**src/rtl/usart_pkg.sv**
```systemverilog
// rtl/usart_pkg.sv - shared status layout, receiver states and pointer-width helper
package usart_pkg;

   localparam int ST_OVR    = 7;
   localparam int ST_FULL   = 6;
   localparam int ST_EMPTY  = 5;
   localparam int ST_CNT_HI = 4;
   localparam int ST_CNT_LO = 0;

   typedef enum logic [1:0] {
      RX_IDLE,
      RX_START,
      RX_DATA,
      RX_STOP
   } rx_state_e;

   function automatic int clog2(input int v);
      int r;
      r = 0;
      for (int i = 0; i < 31; i++) begin
         if ((1 << i) < v) r = i + 1;
      end
      return r;
   endfunction

endpackage

```
**src/rtl/rx_fifo.sv**
```systemverilog
// rtl/rx_fifo.sv - synchronous first-word-fall-through FIFO with occupancy count
module rx_fifo
   import usart_pkg::*;
#(
   parameter int DEPTH = 8,
   parameter int WIDTH = 8
) (
   input  logic             clk,
   input  logic             rst,
   input  logic             push,
   input  logic [WIDTH-1:0] wdata,
   input  logic             pop,
   output logic [WIDTH-1:0] rdata,
   output logic             full,
   output logic             empty,
   output logic [4:0]       count,
   output logic [4:0]       count_next
);

   localparam int PW = clog2(DEPTH);
   localparam logic [PW-1:0] PTR_ONE = 1;

   logic [WIDTH-1:0] mem_q [DEPTH];
   logic [PW-1:0]    wptr_q, wptr_d;
   logic [PW-1:0]    rptr_q, rptr_d;
   logic [4:0]       count_q, count_d;
   logic             do_push, do_pop;

   assign full       = (count_q == 5'(DEPTH));
   assign empty      = (count_q == 5'd0);
   assign count      = count_q;
   assign count_next = count_d;
   assign rdata      = mem_q[rptr_q];

   // A pop in the same cycle frees the slot a push into a full FIFO needs.
   assign do_pop  = pop && !empty;
   assign do_push = push && (!full || do_pop);

   always_comb begin
      wptr_d  = wptr_q;
      rptr_d  = rptr_q;
      count_d = count_q;
      if (do_push) wptr_d = wptr_q + PTR_ONE;
      if (do_pop)  rptr_d = rptr_q + PTR_ONE;
      if (do_push && !do_pop)      count_d = count_q + 5'd1;
      else if (do_pop && !do_push) count_d = count_q - 5'd1;
   end

   always_ff @(posedge clk) begin
      if (rst) begin
         wptr_q  <= '0;
         rptr_q  <= '0;
         count_q <= '0;
      end else begin
         wptr_q  <= wptr_d;
         rptr_q  <= rptr_d;
         count_q <= count_d;
      end
   end

   always_ff @(posedge clk) begin
      if (do_push) mem_q[wptr_q] <= wdata;
   end

endmodule

```
**src/rtl/uart_rx.sv**
```systemverilog
// rtl/uart_rx.sv - 8N1 serial receiver, one-cycle rx_ready pulse per good frame
module uart_rx
   import usart_pkg::*;
(
   input  logic        clk,
   input  logic        rst,
   input  logic        rx,
   input  logic [11:0] clk_per_bit,
   output logic        rx_ready,
   output logic [7:0]  rx_byte
);

   rx_state_e   state_q;
   logic [1:0]  sync_q;
   logic [11:0] cnt_q;
   logic [2:0]  bit_q;
   logic [7:0]  shift_q;
   logic        ready_q;
   logic [7:0]  byte_q;
   logic        rx_s;

   assign rx_s     = sync_q[1];
   assign rx_ready = ready_q;
   assign rx_byte  = byte_q;

   always_ff @(posedge clk) begin
      if (rst) begin
         state_q <= RX_IDLE;
         sync_q  <= 2'b11;
         cnt_q   <= '0;
         bit_q   <= '0;
         shift_q <= '0;
         ready_q <= 1'b0;
         byte_q  <= '0;
      end else begin
         sync_q  <= {sync_q[0], rx};
         ready_q <= 1'b0;
         case (state_q)
            RX_IDLE: begin
               cnt_q <= '0;
               bit_q <= '0;
               if (!rx_s) state_q <= RX_START;
            end
            // Re-check the start bit at its midpoint to reject glitches.
            RX_START: begin
               if (cnt_q == (clk_per_bit >> 1)) begin
                  cnt_q   <= '0;
                  state_q <= rx_s ? RX_IDLE : RX_DATA;
               end else begin
                  cnt_q <= cnt_q + 12'd1;
               end
            end
            RX_DATA: begin
               if (cnt_q == clk_per_bit - 12'd1) begin
                  cnt_q   <= '0;
                  shift_q <= {rx_s, shift_q[7:1]};
                  bit_q   <= bit_q + 3'd1;
                  if (bit_q == 3'd7) state_q <= RX_STOP;
               end else begin
                  cnt_q <= cnt_q + 12'd1;
               end
            end
            RX_STOP: begin
               if (cnt_q == clk_per_bit - 12'd1) begin
                  cnt_q   <= '0;
                  state_q <= RX_IDLE;
                  if (rx_s) begin
                     ready_q <= 1'b1;
                     byte_q  <= shift_q;
                  end
               end else begin
                  cnt_q <= cnt_q + 12'd1;
               end
            end
            default: state_q <= RX_IDLE;
         endcase
      end
   end

endmodule

```
**src/rtl/usart_rx_fifo_bamse.sv**
```systemverilog
// rtl/usart_rx_fifo_bamse.sv - buffered USART receive port: decode, overrun, threshold irq, read mux
module usart_rx_fifo_bamse
   import usart_pkg::*;
#(
   parameter logic [7:0] ADDR      = 8'h00,
   parameter logic [7:0] STAT_ADDR = 8'h01,
   parameter int         DEPTH     = 8,
   parameter int         THRESH    = 1
) (
   input  logic        clk,
   input  logic        rst,
   input  logic        rx,
   input  logic [11:0] clk_per_bit,
   input  logic [7:0]  address,
   input  logic        ren,
   output logic [7:0]  port_out,
   output logic        int_rx
);

   logic       rx_ready;
   logic [7:0] rx_byte;
   logic [7:0] head;
   logic       full, empty;
   logic [4:0] count, count_next;
   logic       pop_req, pop_fire, stat_rd;
   logic       overrun_q, overrun_d;
   logic       int_rx_q;
   logic [7:0] status;

   uart_rx u_uart_rx (
      .clk         (clk),
      .rst         (rst),
      .rx          (rx),
      .clk_per_bit (clk_per_bit),
      .rx_ready    (rx_ready),
      .rx_byte     (rx_byte)
   );

   rx_fifo #(.DEPTH(DEPTH), .WIDTH(8)) u_rx_fifo (
      .clk        (clk),
      .rst        (rst),
      .push       (rx_ready),
      .wdata      (rx_byte),
      .pop        (pop_req),
      .rdata      (head),
      .full       (full),
      .empty      (empty),
      .count      (count),
      .count_next (count_next)
   );

   assign pop_req  = ren && (address == ADDR);
   assign pop_fire = pop_req && !empty;
   assign stat_rd  = ren && (address == STAT_ADDR);

   // Setting wins over the read-to-clear so a same-cycle overrun is never lost.
   always_comb begin
      overrun_d = overrun_q;
      if (rx_ready && full && !pop_fire) overrun_d = 1'b1;
      else if (stat_rd)                  overrun_d = 1'b0;
   end

   always_ff @(posedge clk) begin
      if (rst) begin
         overrun_q <= 1'b0;
         int_rx_q  <= 1'b0;
      end else begin
         overrun_q <= overrun_d;
         int_rx_q  <= (count_next >= 5'(THRESH));
      end
   end

   assign int_rx = int_rx_q;

   always_comb begin
      status                      = '0;
      status[ST_OVR]              = overrun_q;
      status[ST_FULL]             = full;
      status[ST_EMPTY]            = empty;
      status[ST_CNT_HI:ST_CNT_LO] = count;
   end

   always_comb begin
      port_out = 8'h00;
      if (address == ADDR)           port_out = empty ? 8'h00 : head;
      else if (address == STAT_ADDR) port_out = status;
   end

endmodule

```
**config.mk**
```make
export PLATFORM = sky130hd
export DESIGN_NAME = usart_rx_fifo_bamse
export DESIGN_NICKNAME = d
export VERILOG_FILES = /design/src/rtl/usart_pkg.sv /design/src/rtl/rx_fifo.sv /design/src/rtl/uart_rx.sv /design/src/rtl/usart_rx_fifo_bamse.sv
export SDC_FILE = /design/constraint.sdc
export NUM_CORES = 1
export LEC_CHECK = 0
export BUFFER_PORTS_ARGS = -buffer_cell sky130_fd_sc_hd__buf_4
export CAP_MARGIN = 10
export CORE_MARGIN = 5
export CORE_UTILIZATION = 55
export CTS_CLUSTER_DIAMETER = 60
export CTS_CLUSTER_SIZE = 28
export DETAILED_ROUTE_END_ITERATION = 8
export PLACE_DENSITY_LB_ADDON = 0.08
export REMOVE_ABC_BUFFERS = 1
export SLEW_MARGIN = 10
export SYNTH_ARGS = -nofsm -noshare
export SYNTH_HDL_FRONTEND = slang
export SYNTH_SLANG_ARGS = --single-unit
```
**constraint.sdc**
```tcl
create_clock -name clk -period 3.9 [get_ports clk]
set_input_delay 0.195 -clock clk [delete_from_list [all_inputs] [get_ports clk]]
set_output_delay 0.195 -clock clk [all_outputs]
set_load 0.01 [all_outputs]
```
==> flow_metrics.py <==
metrics = {
    "status": {
        "status": "finished, final reports clean",
    },
    "worst_setup_path": {
        "worstReg2RegStart": "u_rx_fifo.count[0]$_SDFF_PP0_",
        "crit_chain": "inv_1 > ha_1 > or4b_2 > nand4b_1 > nor2_1 > o211ai_1 > nor2_1",
        "r2r_cells": 7,
        "r2r_end": "u_rx_fifo.mem_q[3][6]$_DFFE_PP_",
        "ff2ff_setup_slack_ps": 710,
        "crit_path_max_fanout": 11,
        "critical_path_arrival_ps": 3320,
        "timing.critical_path.slowest_stage_cell": "sky130_fd_sc_hd__nor2_1",
        "worst_path_dominant_cell_family": "simple AND/OR/NAND/NOR gates",
        "crit_path_start_kind": "register",
        "crit_buf_inv": 1,
        "critical_path.endpoint": "u_rx_fifo.mem_q[3][6]$_DFFE_PP_",
        "most_prevalent_standard_cell_on_the_critical_path": "sky130_fd_sc_hd__nor2_1",
        "cpPeakStageDelay_ps": 630,
        "timing.setup.critical_path_class": "register to register",
        "worstSetupPathDepth": 7,
        "required_worst_endpoint_ps": 4020,
        "cp-startpoint": "u_rx_fifo.count[0]$_SDFF_PP0_",
        "setup.worst_path.end_class": "register",
    },
    "yosys": {
        "synth.top_cell.area_share": 0.3513,
        "syn_inst": 456,
        "synth-seq-cells": 116,
        "mean_cell_area_of_the_mapped_netlist_um2": 12.00,
        "library_cell_occupying_the_most_area_in_the_post_synthesis_netlist": "sky130_fd_sc_hd__edfxtp_1",
        "synth_async_sr_flop_share": 0,
        "synthTopCellsByArea": "sky130_fd_sc_hd__edfxtp_1 (35%), sky130_fd_sc_hd__dfxtp_1 (19%), sky130_fd_sc_hd__mux4_2 (6.6%), sky130_fd_sc_hd__mux2i_1 (4.6%), sky130_fd_sc_hd__xor2_1 (4.0%)",
        "yosysWarnings": 0,
        "post_synth_most_frequent_cells": "sky130_fd_sc_hd__edfxtp_1 (64), sky130_fd_sc_hd__dfxtp_1 (52), sky130_fd_sc_hd__nor2_1 (27)",
        "number_of_synthesized_flops_with_an_enable_pin": 64,
        "ys_dominant_reg_cell": "sky130_fd_sc_hd__edfxtp_1",
        "library_cells_used_by_synthesis": 54,
        "synth.cell_area_um2": 5470,
        "yosysMostFrequentCell": "sky130_fd_sc_hd__edfxtp_1",
        "sequential_fraction_of_the_synthesis_area": 0.5416,
    },
    "sta": {
        "fmaxAchievable_mhz": 313.0,
        "final-hold-violation-count": 0,
        "clock-skew-final_ps": 8.705,
        "slew_headroom": 0.3150,
        "finalSetupViolations": 0,
        "setup_repair_after_global_routing_missed_its_margin": "false",
        "max_slew.worst_pin.slew_ps": 1023,
        "fin_crit_sh": 0.8191,
        "fin_setup_tns_ps": 0,
        "final_max_slew_violation_count": 0,
        "timing.final.crit_period_ps": 3195,
    },
    "clock_tree": {
        "cts_bufs_inserted": 17,
        "cts-root-to-sink-buffers": 2,
        "tritoncts": "yes",
        "clkTransAtPathRegs_ps": 50,
        "clkSinkCount": 116,
        "clock_insertion_delay_worst_skew_ps": 500,
        "htree_num_levels": 4,
        "cts-root-buf": "sky130_fd_sc_hd__clkbuf_8",
    },
    "global_routing": {
        "via_count_of_the_first_global_routing_pass": 3579,
        "gr-total-overflow": 0,
        "grt_pass1_wl_mm": 17.82,
        "grt_util_all_layers": 0.1944,
        "largest_net_degree_at_the_start_of_global_routing": 54,
        "grt_antenna_before_repair": 0,
    },
    "floorplanning": {
        "initial_utilization": 0.5622,
        "design.die.area_um2": 12040,
        "fp-row-count": 36,
        "total_i_o_pin_count": 33,
        "core_um2": 9729,
        "die_outline_height_um": 109.7,
        "die_w_um": 109.7,
    },
    "power_and_ir_drop": {
        "clkPwrFrac": 0.517,
        "netSwitchingFraction": 0.1939,
        "sequentialPowerShare": 0.456,
        "comb_power_share": 0.028,
        "total_power_consumption_of_the_routed_design_mw": 2.814,
        "vdd_drop_max_uv": 277.5,
        "p_leak_nw": 2.392,
        "power.internal_mw": 2.268,
        "cellPowerDensity_nw_per_um2": 443.0,
        "switching_power_mw": 0.5456,
    },
    "route": {
        "detailroute.wirelength.met3_um": 485,
        "drcViolationCount": 0,
        "drtPass1Iterations": 4,
        "avgRoutedWirePerCell_um": 16.95,
        "detailedRoute.firstIterationViolations": 251,
        "route.antenna.remaining_nets": 0,
        "viasPerCell": 5.800,
        "detail_route.wirelength_mm": 10.61,
        "route.layer.met1.wl_mm": 4.844,
        "highest-signal-layer": "met4",
        "dr_wl_met2_mm": 5.132,
        "detailroute.via_count": 3631,
    },
    "place": {
        "place.port_buffers": 32,
        "dp_hpwl_mm": 7.376,
        "place.gp.congestion": 0.8812,
    },
    "run": {
        "number_of_max_capacitance_violations_reported": 0,
    },
    "layout": {
        "num_antenna_cells": 0,
        "finalNetCount": 513,
        "fillerInstances": 765,
        "post_route_cells_drive_above_1_share": 0.1846,
        "syn_to_final_growth_pct": 16.10,
    },
    "min_path": {
        "timing.hold.worst.class": "input port to register",
        "hold_path_startpoint": "ren",
    },
}
[sequential cells by signal, indices dropped and copies added (netlist names), named ones only]
name / count
u_rx_fifo.mem_q: 64
overrun_q: 1
u_uart_rx.state_q: 1
u_rx_fifo.count: 5
u_uart_rx.cnt_q: 12
u_uart_rx.rx_byte: 8
u_uart_rx.bit_q: 3
u_uart_rx.sync_q: 2
u_rx_fifo.rptr_q: 3
int_rx: 1
u_rx_fifo.wptr_q: 3
u_uart_rx.shift_q: 8
u_uart_rx.rx_ready: 1
[worst min path at each step]
stage                     cells after the start  slack [ps]                             end
after global placement                        2         380  u_uart_rx.sync_q[0]$_SDFF_PP1_
after detailed placement                      2         390  u_uart_rx.sync_q[0]$_SDFF_PP1_
final                                         4          50          overrun_q$_SDFFE_PP0P_
after floorplan                               1         260                        register
after CTS                                     4          30          overrun_q$_SDFFE_PP0P_
after global routing                          4          90          overrun_q$_SDFFE_PP0P_
[metrics by stage]
step                      setup slack (ps)    util  hold WS, ps  cells  instance area (um^2)
after global placement               822.1  0.5926        380.4    593                  5766
after detailed placement             691.3  0.5926        392.7    593                  5766
final                                705.4  0.6528        54.12    626                  6351
after CTS                            680.9  0.6528        30.30    626                  6351
after global routing                 378.0  0.6528        92.63    626                  6351
after floorplan                      825.1       -        264.1    421                  5306
[worst reg2reg max path: stages, from the launching register on]
cell	delay, ps
sky130_fd_sc_hd__dfxtp_1	410
sky130_fd_sc_hd__inv_1	130
sky130_fd_sc_hd__ha_1	240
sky130_fd_sc_hd__or4b_2	220
sky130_fd_sc_hd__nand4b_1	350
sky130_fd_sc_hd__nor2_1	580
sky130_fd_sc_hd__o211ai_1	260
sky130_fd_sc_hd__nor2_1	630
[layout make-up]
cell class	instances	area, um^2	share of cell area
well taps	133	166.4	0.02620
flip-flops and latches	116	2963	0.4665
clock inverters	7	68.82	0.01084
inverters	8	30.03	0.004728
clock buffers	25	506.7	0.07979
multi-input cells	297	2313	0.3643
repair buffers	40	302.8	0.04768
[placed cells by master, fill, tap and decap left out, types with 5 or more instances in the layout]
cell                         n
sky130_fd_sc_hd__nor2_1     27
sky130_fd_sc_hd__nand2_1    23
sky130_fd_sc_hd__nand2b_1   24
sky130_fd_sc_hd__inv_1       8
sky130_fd_sc_hd__clkbuf_16  18
sky130_fd_sc_hd__a21oi_1    11
sky130_fd_sc_hd__and3_1      5
sky130_fd_sc_hd__nor4_1      7
sky130_fd_sc_hd__xor2_1     25
sky130_fd_sc_hd__xnor2_1    19
sky130_fd_sc_hd__ha_1        9
sky130_fd_sc_hd__mux2i_1    25
sky130_fd_sc_hd__nand3_1    12
sky130_fd_sc_hd__nand4_1     6
sky130_fd_sc_hd__a211oi_1   13
sky130_fd_sc_hd__edfxtp_1   64
sky130_fd_sc_hd__nor3_1     14
sky130_fd_sc_hd__or4_1       7
sky130_fd_sc_hd__dfxtp_1    52
sky130_fd_sc_hd__o21ai_0     5
sky130_fd_sc_hd__mux4_2     16
sky130_fd_sc_hd__buf_4      39
[power groups by stage]
| stage | clock (mW) | sequential, mW | combinational, mW |
|---|---|---|---|
| floorplan | 0 | 1.31 | 0.0348 |
| global route | 1.56 | 1.28 | 0.0856 |
| finish | 1.45 | 1.28 | 0.0780 |
| CTS | 1.48 | 1.28 | 0.0784 |
| global placement | 0 | 1.31 | 0.0756 |
| detailed placement | 0 | 1.31 | 0.0776 |
[metal layers]
layer / global-route usage / up-vias
li1: - / 1754
met1: 0.2556 / 1764
met2: 0.3160 / 100
met3: 0.04521 / 13
met4: 0.06946 / 0
met5: 0 / -
[cell families after synthesis]
kind of cell	count (synthesis)	synth area share
xor+xnor	44	0.07045
simple gates	143	0.1434
flops	116	0.5416
mux	41	0.1116
fa+ha+maj	9	0.02059
buf+inv	43	0.03545
compound gates	60	0.07685
[timing repair]
action | in CTS | in global routing
buffers inserted | 0 | 0
gates resized for setup | 0 | 0
hold buffers | 1 | 0
hold endpoints to repair | 1 | 0
No activity file was read; power rests on OpenSTA's default activity.
